## src/rtl/adc_psram_writer.sv

```systemverilog
// adc_psram_writer
//   Capture stage between the ADC sampling block and the PSRAM controller,
//   clocked by clk_PSRAM. Four 12-bit samples are packed into each 64-bit
//   word and queued in a FIFO. The words then leave in fixed-length write
//   bursts at linearly increasing addresses that wrap inside the capture
//   region. The arm level input starts and stops the whole chain, including
//   the ADC enable.
//
//   Optional build macro: ADC_SEQ_TAG_EN. When it is defined, bits [15:12] of
//   each 16-bit lane carry a 4-bit per-sample sequence counter. When it is
//   undefined, those bits are zero.
//
// Ports
//   clk_PSRAM    single clock
//   rst          synchronous active-high reset
//   arm          level; capture runs while high, rising edge restarts
//   burst_limit  bursts per capture, 0 = continuous
//   psram_calib  PSRAM ready; no request is issued while low
//   adc_enable   registered enable to the ADC block (arm && state != DONE)
//   adc_ready    one-cycle sample strobe; adc_data valid with it
//   adc_data     12-bit sample
//   wr_req       burst request, held until wr_ack
//   wr_addr      burst start byte address
//   wr_ack       one-cycle request acceptance
//   wr_data      burst data word; wr_valid qualifies it
//   wr_valid     high for BURST_WORDS consecutive cycles per burst
//   done         burst_limit bursts completed
//   overflow     sticky, a packed word was dropped on a full FIFO
//   level        FIFO occupancy in words
module adc_psram_writer #(
  parameter int BURST_WORDS = 8,
  parameter int FIFO_DEPTH  = 32,
  parameter int ADDR_W      = 21,
  parameter int BASE_ADDR   = 0,
  parameter int SPAN_BYTES  = 2097152
) (
  input  logic                          clk_PSRAM,
  input  logic                          rst,
  input  logic                          arm,
  input  logic [15:0]                   burst_limit,
  input  logic                          psram_calib,
  output logic                          adc_enable,
  input  logic                          adc_ready,
  input  logic [11:0]                   adc_data,
  output logic                          wr_req,
  output logic [ADDR_W-1:0]             wr_addr,
  input  logic                          wr_ack,
  output logic [63:0]                   wr_data,
  output logic                          wr_valid,
  output logic                          done,
  output logic                          overflow,
  output logic [$clog2(FIFO_DEPTH):0]   level
);

  localparam int AW     = $clog2(FIFO_DEPTH);
  localparam int BEAT_W = $clog2(BURST_WORDS);
  localparam logic [ADDR_W:0]   STEP     = (ADDR_W+1)'(BURST_WORDS * 8);
  localparam logic [ADDR_W:0]   END_ADDR = (ADDR_W+1)'(BASE_ADDR + SPAN_BYTES);
  localparam logic [ADDR_W-1:0] BASE     = ADDR_W'(BASE_ADDR);

  typedef enum logic [1:0] {IDLE, REQ, DATA, DONE} state_t;

  state_t              state, state_nxt;
  logic                arm_q, arm_rise;
  logic                accept, pop, push_ok, last_beat, limit_hit;
  logic [1:0]          lane;
  logic [47:0]         partial;
  logic [15:0]         lane_word;
  logic [63:0]         word_p1;
  logic                vld_p1;
  logic [63:0]         mem [FIFO_DEPTH];
  logic [AW-1:0]       wr_ptr, rd_ptr;
  logic [BEAT_W-1:0]   beat;
  logic [15:0]         burst_cnt;
  logic [ADDR_W:0]     addr_sum;

  assign arm_rise  = arm & ~arm_q;
  // A sample on the arming edge itself is dropped so the restart begins clean.
  assign accept    = adc_ready & arm & ~arm_rise & (state != DONE);
  assign pop       = (state == DATA);
  // A full FIFO still accepts a word when a pop frees a slot in the same cycle.
  assign push_ok   = vld_p1 & ((level != (AW+1)'(FIFO_DEPTH)) | pop);
  assign last_beat = pop & (beat == BEAT_W'(BURST_WORDS - 1));
  assign limit_hit = (burst_limit != 16'd0) && ((burst_cnt + 16'd1) == burst_limit);
  assign addr_sum  = {1'b0, wr_addr} + STEP;
  assign wr_data   = wr_valid ? mem[rd_ptr] : 64'd0;

`ifdef ADC_SEQ_TAG_EN
  logic [3:0] seq_cnt;

  always_ff @(posedge clk_PSRAM) begin
    if (rst || arm_rise) begin
      seq_cnt <= 4'd0;
    end else if (accept) begin
      seq_cnt <= seq_cnt + 4'd1;
    end
  end

  assign lane_word = {seq_cnt, adc_data};
`else
  assign lane_word = {4'b0000, adc_data};
`endif

  always_ff @(posedge clk_PSRAM) begin
    if (rst) begin
      state <= IDLE;
    end else begin
      state <= state_nxt;
    end
  end

  always_comb begin
    state_nxt = state;
    wr_req    = 1'b0;
    wr_valid  = 1'b0;
    case (state)
      IDLE: begin
        if (arm && psram_calib && (level >= (AW+1)'(BURST_WORDS))) state_nxt = REQ;
      end
      REQ: begin
        wr_req = 1'b1;
        if (wr_ack) state_nxt = DATA;
      end
      DATA: begin
        wr_valid = 1'b1;
        if (last_beat) state_nxt = limit_hit ? DONE : IDLE;
      end
      DONE: begin
        if (!arm) state_nxt = IDLE;
      end
      default: state_nxt = IDLE;
    endcase
  end

  // Stage p0 -> p1: lane packing; the fourth sample closes the word.
  always_ff @(posedge clk_PSRAM) begin
    if (accept) begin
      case (lane)
        2'd0: partial[15:0]  <= lane_word;
        2'd1: partial[31:16] <= lane_word;
        2'd2: partial[47:32] <= lane_word;
        2'd3: word_p1        <= {lane_word, partial};
      endcase
    end
    // Stage p1 -> FIFO: write the completed word.
    if (push_ok) mem[wr_ptr] <= word_p1;
  end

  always_ff @(posedge clk_PSRAM) begin
    if (rst) begin
      arm_q      <= 1'b0;
      adc_enable <= 1'b0;
      lane       <= 2'd0;
      vld_p1     <= 1'b0;
      wr_ptr     <= '0;
      rd_ptr     <= '0;
      level      <= '0;
      beat       <= '0;
      burst_cnt  <= 16'd0;
      wr_addr    <= BASE;
      done       <= 1'b0;
      overflow   <= 1'b0;
    end else begin
      arm_q      <= arm;
      adc_enable <= arm && (state != DONE);
      vld_p1     <= accept && (lane == 2'd3);
      // Disarming discards any partially filled group.
      if (arm_rise || !arm) begin
        lane <= 2'd0;
      end else if (accept) begin
        lane <= lane + 2'd1;
      end
      // Beat counter wraps to zero after the last word of each burst.
      beat <= pop ? beat + BEAT_W'(1) : '0;
      if (arm_rise) begin
        wr_ptr    <= '0;
        rd_ptr    <= '0;
        level     <= '0;
        overflow  <= 1'b0;
        done      <= 1'b0;
        burst_cnt <= 16'd0;
        wr_addr   <= BASE;
      end else begin
        if (push_ok) wr_ptr <= wr_ptr + AW'(1);
        if (pop)     rd_ptr <= rd_ptr + AW'(1);
        if (push_ok && !pop) begin
          level <= level + (AW+1)'(1);
        end else if (pop && !push_ok) begin
          level <= level - (AW+1)'(1);
        end
        if (vld_p1 && !push_ok) overflow <= 1'b1;
        if (last_beat) begin
          burst_cnt <= burst_cnt + 16'd1;
          wr_addr   <= (addr_sum == END_ADDR) ? BASE : addr_sum[ADDR_W-1:0];
          if (limit_hit) done <= 1'b1;
        end
      end
    end
  end

endmodule
```

## config.mk

```make
export PLATFORM = sky130hd
export DESIGN_NAME = adc_psram_writer
export DESIGN_NICKNAME = d
export VERILOG_FILES = /design/src/rtl/adc_psram_writer.sv
export SDC_FILE = /design/constraint.sdc
export NUM_CORES = 1
export LEC_CHECK = 0
export CAP_MARGIN = 40
export CORE_MARGIN = 1
export CORE_UTILIZATION = 24
export CTS_CLUSTER_DIAMETER = 50
export DETAILED_ROUTE_END_ITERATION = 10
export PLACE_DENSITY = 0.41
export REMOVE_ABC_BUFFERS = 1
export SLEW_MARGIN = 20
export SYNTH_ARGS = -nofsm -noshare
export SYNTH_HDL_FRONTEND = slang
export SYNTH_SLANG_ARGS = --single-unit
```

## constraint.sdc

```tcl
create_clock -name clk_PSRAM -period 9.9 [get_ports clk_PSRAM]
set_clock_uncertainty 0.1 [all_clocks]
set_input_delay 1.98 -clock clk_PSRAM [delete_from_list [all_inputs] [get_ports clk_PSRAM]]
set_output_delay 1.98 -clock clk_PSRAM [all_outputs]
set_load 0.02 [all_outputs]
```

==> results of run 1 <==
## Yosys cell counts (3+ instances only)
cell      count
edfxtp_1   1620
mux4_2      480
nor2_1      144
clkbuf_1     74
dfxtp_1      64
mux2i_1      49
buf_2        46
xnor2_1      35
nand2_1      30
buf_4        26
xor2_1       26
a21oi_1      18
ha_1         18
nand3_1      15
nand4_1      15
inv_1        12
nor4_1       11
buf_1        10
and2_1        7
o21ai_0       7
or3_1         7
a21o_1        5
buf_6         5
and3_1        4
nor2b_1       4
nor3_1        4
a211oi_1      3
a31oi_1       3
nor3b_1       3
o211ai_1      3
or3b_2        3
or4_1         3
## layer usage
layer	routed length [um]	up-vias
met5	13	-
met4	3229	2
met3	7982	247
met2	88020	694
met1	82430	16430
li1	-	12430
## flip-flops by register name, indices dropped and copies added (netlist names), named ones only
signal      cells
lane            2
wr_ptr          5
beat            3
mem          1536
rd_ptr          5
state           2
level           6
burst_cnt      16
vld_p1          1
done            1
word_p1        48
wr_addr        15
adc_enable      1
arm_q           1
partial        36
overflow        1
## cells by family (layout without fill, tap and decap cells)
group           after synthesis  after routing
buf+inv                     178            643
xor+xnor                     61             61
simple gates                265            265
fa+ha+maj                    19             19
other cells                   1             25
mux                         530            530
compound gates               54             54
flops                      1684           1684
## per-stage QoR
stage / std cells / cell area, sq um
after global placement: 6378 / 70180
after detailed placement: 6437 / 71320
final: 6833 / 78230
after CTS: 6809 / 77890
after global routing: 6832 / 78220
after floorplan: 2647 / 63770
## final cells by class
class                      count  area (sq um)  area share [%]
inverter                      12         47.55         0.06078
multi-input combinational    951         14040           17.95
antenna                        3         7.507        0.009597
clock inverter               125          1341           1.715
timing repair buffer         259          3174           4.058
clock buffer                 247          5224           6.678
tap                         3552          4444           5.681
sequential                  1684         49950           63.85
## path summary, 6_finish.rpt
check                        start               endpoint  slack [ns]  cells past startpoint
max                       register            wr_data[22]        2.91                      7
min          partial[41]$_DFFE_PP_  word_p1[41]$_DFFE_PP_        0.29                      0
max reg2reg  state[1]$_SDFFE_PP0P_    mem[5][3]$_DFFE_PP_        5.27                      8
min reg2reg  partial[41]$_DFFE_PP_  word_p1[41]$_DFFE_PP_        0.29                      0
## critical path, cell delays in order, from the launching register on
cell,delay (ns)
dfxtp_4,0.88
buf_4,0.79
buf_4,0.50
mux4_2,0.36
mux4_2,0.50
mux2i_1,0.31
nor2_1,0.08
clkdlybuf4s50_1,0.57
## power by group
group	internal [mW]	switching, mW	leakage (nW)
combinational	0.0644	0.0752	4.75
clock	4.16	3.09	3.14
sequential	7.69	0.00340	15.1
==> results.py, run 1 <==
metrics = {
    "synthesis": {
        "synth_cells": 2792,
        "synth_edf_count": 1620,
        "synth.distinct_cells": 60,
        "synth_top_family_by_area": "multiplexers",
        "yosys_warnings": 0,
        "synth_xor_area_share_pct": 0.8273,
        "synthesis.area_sq_um": 64580,
        "yosysSeqAreaShare_pct": 77.31,
        "muxShareOfSynthArea_pct": 17.52,
        "synth-compound-area-share_pct": 0.5716,
        "synth_top_area_share_pct": 75.33,
        "avgSynthCellArea_sq_um": 23.13,
        "synthAdderAreaFrac_pct": 0.3797,
        "yosysTopAreaCell": "edfxtp_1",
        "yosys-top-cells-area": "edfxtp_1, mux4_2, dfxtp_1",
        "synth-simple-area-share_pct": 1.937,
        "synthArstFlopShare_pct": 0,
        "synthFlopType": "edfxtp_1",
        "synth_seq_cells": 1684,
    },
    "sta": {
        "max-slew-margin-rel_pct": 35.72,
        "period_share_pct": 70.61,
        "fmax_mhz": 143.0,
        "setup_ws_ns": 2.909,
        "holdWs_ns": 0.2919,
        "period_minus_slack_ns": 6.991,
        "slew_violations": 0,
        "rsz0062_at_grt": "no",
        "fin_setup_tns_ns": 0,
        "setup_violations": 0,
        "worst_pin_slew_ns": 0.9642,
        "hold_violations": 0,
    },
    "placed_design": {
        "globalplace.congestion": 0.6836,
        "portBuffers": 107,
        "dpl.hpwl_um": 99220,
        "dpl_worst_slack_ns": 3.699,
    },
    "critical_path": {
        "critical_path_class": "reg -> out",
        "endpoint_kind": "primary output",
        "start_kind": "register",
        "required_ns": 7.82,
        "arrival_ns": 4.91,
        "critPathMaxFanout": 48,
    },
    "floorplan": {
        "die_y_um": 520.7,
        "die-area_sq_um": 271200,
        "die_x_um": 520.7,
        "rows": 190,
        "coreArea_sq_um": 267700,
        "initial_core_util_pct": 24.13,
        "io_pins": 130,
    },
    "global_route": {
        "grt_pass1_vias": 31440,
        "grtUsageMet2_pct": 21.87,
        "grt_max_degree": 136,
        "grt_pass1_wl_um": 252600,
        "grt-busiest-layer": "met2",
        "antenna_found_initial": 9,
        "track_usage_pct": 13.36,
        "overflow": 0,
        "met1_usage_pct": 18.38,
        "met3_usage_pct": 2.410,
    },
    "min_path": {
        "hold_path_class": "reg -> reg",
    },
    "cts": {
        "htreeDepth": 4,
        "cts_setup_buffers": 0,
        "cts_tree": "yes",
        "cts_made_buffers": 202,
        "cts_hold_buf": 0,
        "post_cts_resized": 0,
        "cts.path.max_buffers": 3,
        "worstSkewPairLatency_ns": 0.85,
        "cts-root-buf": "clkbuf_16",
        "clk_pin_slew_ns": 0.06,
        "cts.sinks": 1684,
    },
    "final_layout": {
        "fillers": 26130,
        "final_cell_mix": "edfxtp_1, mux4_2, clkbuf_16, nor2_1, clkdlybuf4s50_1",
        "postLayoutCoreUtil_pct": 29.22,
        "drive_gt1_share_pct": 29.71,
        "syn_to_final_growth_pct": 21.13,
        "nets": 3163,
        "final_common_cell": "edfxtp_1",
    },
    "routing": {
        "dr.pass1.iters": 5,
        "wl_per_cell_um": 26.59,
        "postRouteAntennaNets": 0,
        "vias": 29810,
        "routed_wl_um": 181700,
        "first_iter_violations": 2543,
        "drc": 0,
        "via_per_inst": 4.362,
    },
    "power_and_ir_drop": {
        "peakVddDrop_mv": 0.1645,
        "power_density_nw_per_um2": 192.8,
        "power_mw": 15.08,
        "leakagePower_nw": 22.97,
    },
    "flow_run": {
        "drv_cap": 0,
    },
    "status": {
        "status": "completed",
    },
}
Power figures use the tool's default switching activity.
==> inputs of run 2 (changes only) <==
==> constraint.sdc (replaced) <==
create_clock -name clk_PSRAM -period 7.2 [get_ports clk_PSRAM]
set_clock_uncertainty 0.1 [all_clocks]
set_input_delay 1.44 -clock clk_PSRAM [delete_from_list [all_inputs] [get_ports clk_PSRAM]]
set_output_delay 1.44 -clock clk_PSRAM [all_outputs]
set_load 0.02 [all_outputs]
==> run 2 against run 1 <==
Wire length fell by 0.82%. Core utilization barely moved. Power up 36%. Flip-flop and latch count did not move. Non-clock buffer count increased by 15. First-iteration DRC count decreased by 7.1%. Sequential power up 38%. Die area unchanged. Register-to-register slack worse by 2.3 ns. Count of clock-buffer cells in the layout shrank 9. Setup slack lost 1.6 ns. Critical endpoint is now wr_data[34]. Largest cell class unchanged.
==> results.py, run 2 (synthesized netlist as in run 1, its figures left out) <==
metrics = {
    "power_and_ir_drop": {
        "clock_power_share_pct": 47.5,
        "peakVddDrop_mv": 0.2601,
        "pwr-share-comb_pct": 1.0,
        "pwr-share-seq_pct": 51.5,
        "p_int_mw": 16.27,
        "swShare_pct": 20.77,
        "power_density_nw_per_um2": 262.5,
        "power_mw": 20.53,
        "leakagePower_nw": 22.99,
        "switching_power_mw": 4.263,
    },
    "cts": {
        "cts_hold_buf": 0,
        "cts.path.max_buffers": 3,
        "clk_pin_slew_ns": 0.06,
        "post_cts_resized": 0,
        "htreeDepth": 4,
        "cts-root-buf": "clkbuf_16",
        "cts_setup_buffers": 0,
        "cts.sinks": 1684,
        "cts_made_buffers": 197,
        "worstSkewPairLatency_ns": 0.85,
        "cts_tree": "yes",
    },
    "placed_design": {
        "globalplace.congestion": 0.6979,
        "place_area_sq_um": 71630,
        "portBuffers": 107,
        "post-place-cells": 6460,
        "dpl.hpwl_um": 101000,
    },
    "sta": {
        "period_share_pct": 81.96,
        "rsz0062_at_grt": "no",
        "fin_setup_tns_ns": 0,
        "setup_violations": 0,
        "fmax_mhz": 169.5,
        "worst_pin_slew_ns": 0.8634,
        "slew_violations": 0,
        "period_minus_slack_ns": 5.901,
        "max-slew-margin-rel_pct": 42.30,
        "hold_violations": 0,
    },
    "final_layout": {
        "largest_register_ffs": 1536,
        "multi_input_area_sq_um": 14040,
        "fillers": 26100,
        "post_layout_nonfiller_instances": 6845,
        "nets": 3173,
        "drive_gt1_share_pct": 30.22,
        "final_cell_mix": "edfxtp_1, mux4_2, clkbuf_16, nor2_1, clkdlybuf4s50_1",
        "fin_area_sq_um": 78200,
        "final_common_cell": "edfxtp_1",
        "max_flop_register": "mem",
        "reg_top3": "mem (1536), word_p1 (48), partial (36)",
        "syn_to_final_growth_pct": 21.08,
        "regArea_sq_um": 49950,
    },
    "routing": {
        "wl_met2_um": 87780,
        "via_per_inst": 4.342,
        "postRouteAntennaNets": 0,
        "dr.pass1.iters": 5,
        "m1WireLength_um": 82170,
        "first_iter_violations": 2362,
        "vias": 29720,
        "dr.max_layer_used": "met5",
        "wl_per_cell_um": 26.32,
        "met3_wirelength_um": 7289,
        "routed_wl_um": 180200,
        "drc": 0,
    },
    "min_path": {
        "hp-start": "partial[8]$_DFFE_PP_",
        "hold_path_class": "reg -> reg",
        "hold_path_depth": 0,
        "worstHoldEndpoint": "word_p1[8]$_DFFE_PP_",
    },
    "critical_path": {
        "endpoint_kind": "primary output",
        "reg2reg_from": "state[1]$_SDFFE_PP0P_",
        "path_cells": "buf_12 > buf_4 > buf_4 > mux4_2 > mux4_2 > mux2i_1 > nor2_1 > clkdlybuf4s50_1",
        "slowest_stage": "clkdlybuf4s50_1",
        "reg2reg_to": "mem[29][3]$_DFFE_PP_",
        "cp_slowest_stage_delay_ns": 0.58,
        "ff2ff_path_depth": 7,
        "regToRegSetupSlack_ns": 2.93,
        "start_kind": "register",
        "critPathMaxFanout": 23,
        "critical_path_class": "reg -> out",
        "arrival_ns": 4.36,
        "required_ns": 5.66,
    },
    "floorplan": {
        "coreArea_sq_um": 267700,
        "die_x_um": 520.7,
        "io_pins": 130,
        "rows": 190,
        "initial_core_util_pct": 24.13,
        "die-area_sq_um": 271200,
        "die_y_um": 520.7,
    },
    "global_route": {
        "overflow": 0,
        "grt_pass1_vias": 31390,
        "antenna_found_initial": 7,
        "grt_pass1_wl_um": 251800,
        "track_usage_pct": 13.25,
        "grt_max_degree": 50,
    },
    "status": {
        "status": "completed",
    },
    "flow_run": {
        "drv_cap": 0,
    },
}
[run 2: layout make-up]
cell class / count / share of cell area [%]
flip-flops and latches: 1684 / 63.87
multi-input cells: 951 / 17.96
clock buffers: 238 / 6.610
well taps: 3552 / 5.684
repair buffers: 274 / 4.269
clock inverters: 130 / 1.533
inverters: 12 / 0.06080
diodes: 4 / 0.01280
[run 2: worst max-delay path: cells and delay by family (launching register included)]
kind / cells / cell delay (ns)
DFF: 1 / 0.53
and+or+nand+nor: 1 / 0.08
buffers and inverters: 4 / 1.59
muxes: 3 / 1.28
[run 2: power by group through the flow]
stage / sequential [mW] / combinational (mW) / clock [mW]
2_1_floorplan: 10.8 / 0.148 / 0
3_3_place_gp: 10.8 / 0.203 / 0
3_5_place_dp: 10.8 / 0.205 / 0
4_1_cts: 10.6 / 0.206 / 10.0
5_1_grt: 10.6 / 0.217 / 10.4
6_report: 10.6 / 0.201 / 9.75
[run 2: routing by layer]
metal / global-route usage, % / up-vias
met3: 2.110 / 202
li1: - / 12450
met4: 3.105 / 2
met2: 21.81 / 680
met1: 18.29 / 16390
met5: 0 / -
[run 2: how the worst max path moves through the flow]
stage          depth (start not counted)           to  slack, ns     start
2_1_floorplan                          4   wr_data[0]     -11.61  register
3_3_place_gp                           7  wr_data[34]       1.81  register
3_5_place_dp                           7  wr_data[34]       1.81  register
4_1_cts                                7  wr_data[34]       0.88  register
5_1_grt                                8  wr_data[34]       0.96  register
6_report                               8  wr_data[34]       1.30  register
[run 2: stage by stage]
step | hold WS [ns] | setup WS, ns | utilization (%)
floorplan | 0.3003 | -11.61 | -
global placement | 0.3010 | 1.810 | 26.40
detailed placement | 0.3045 | 1.812 | 26.76
CTS | 0.2942 | 0.8783 | 29.14
global route | 0.3120 | 0.9578 | 29.21
finish | 0.3114 | 1.299 | 29.21
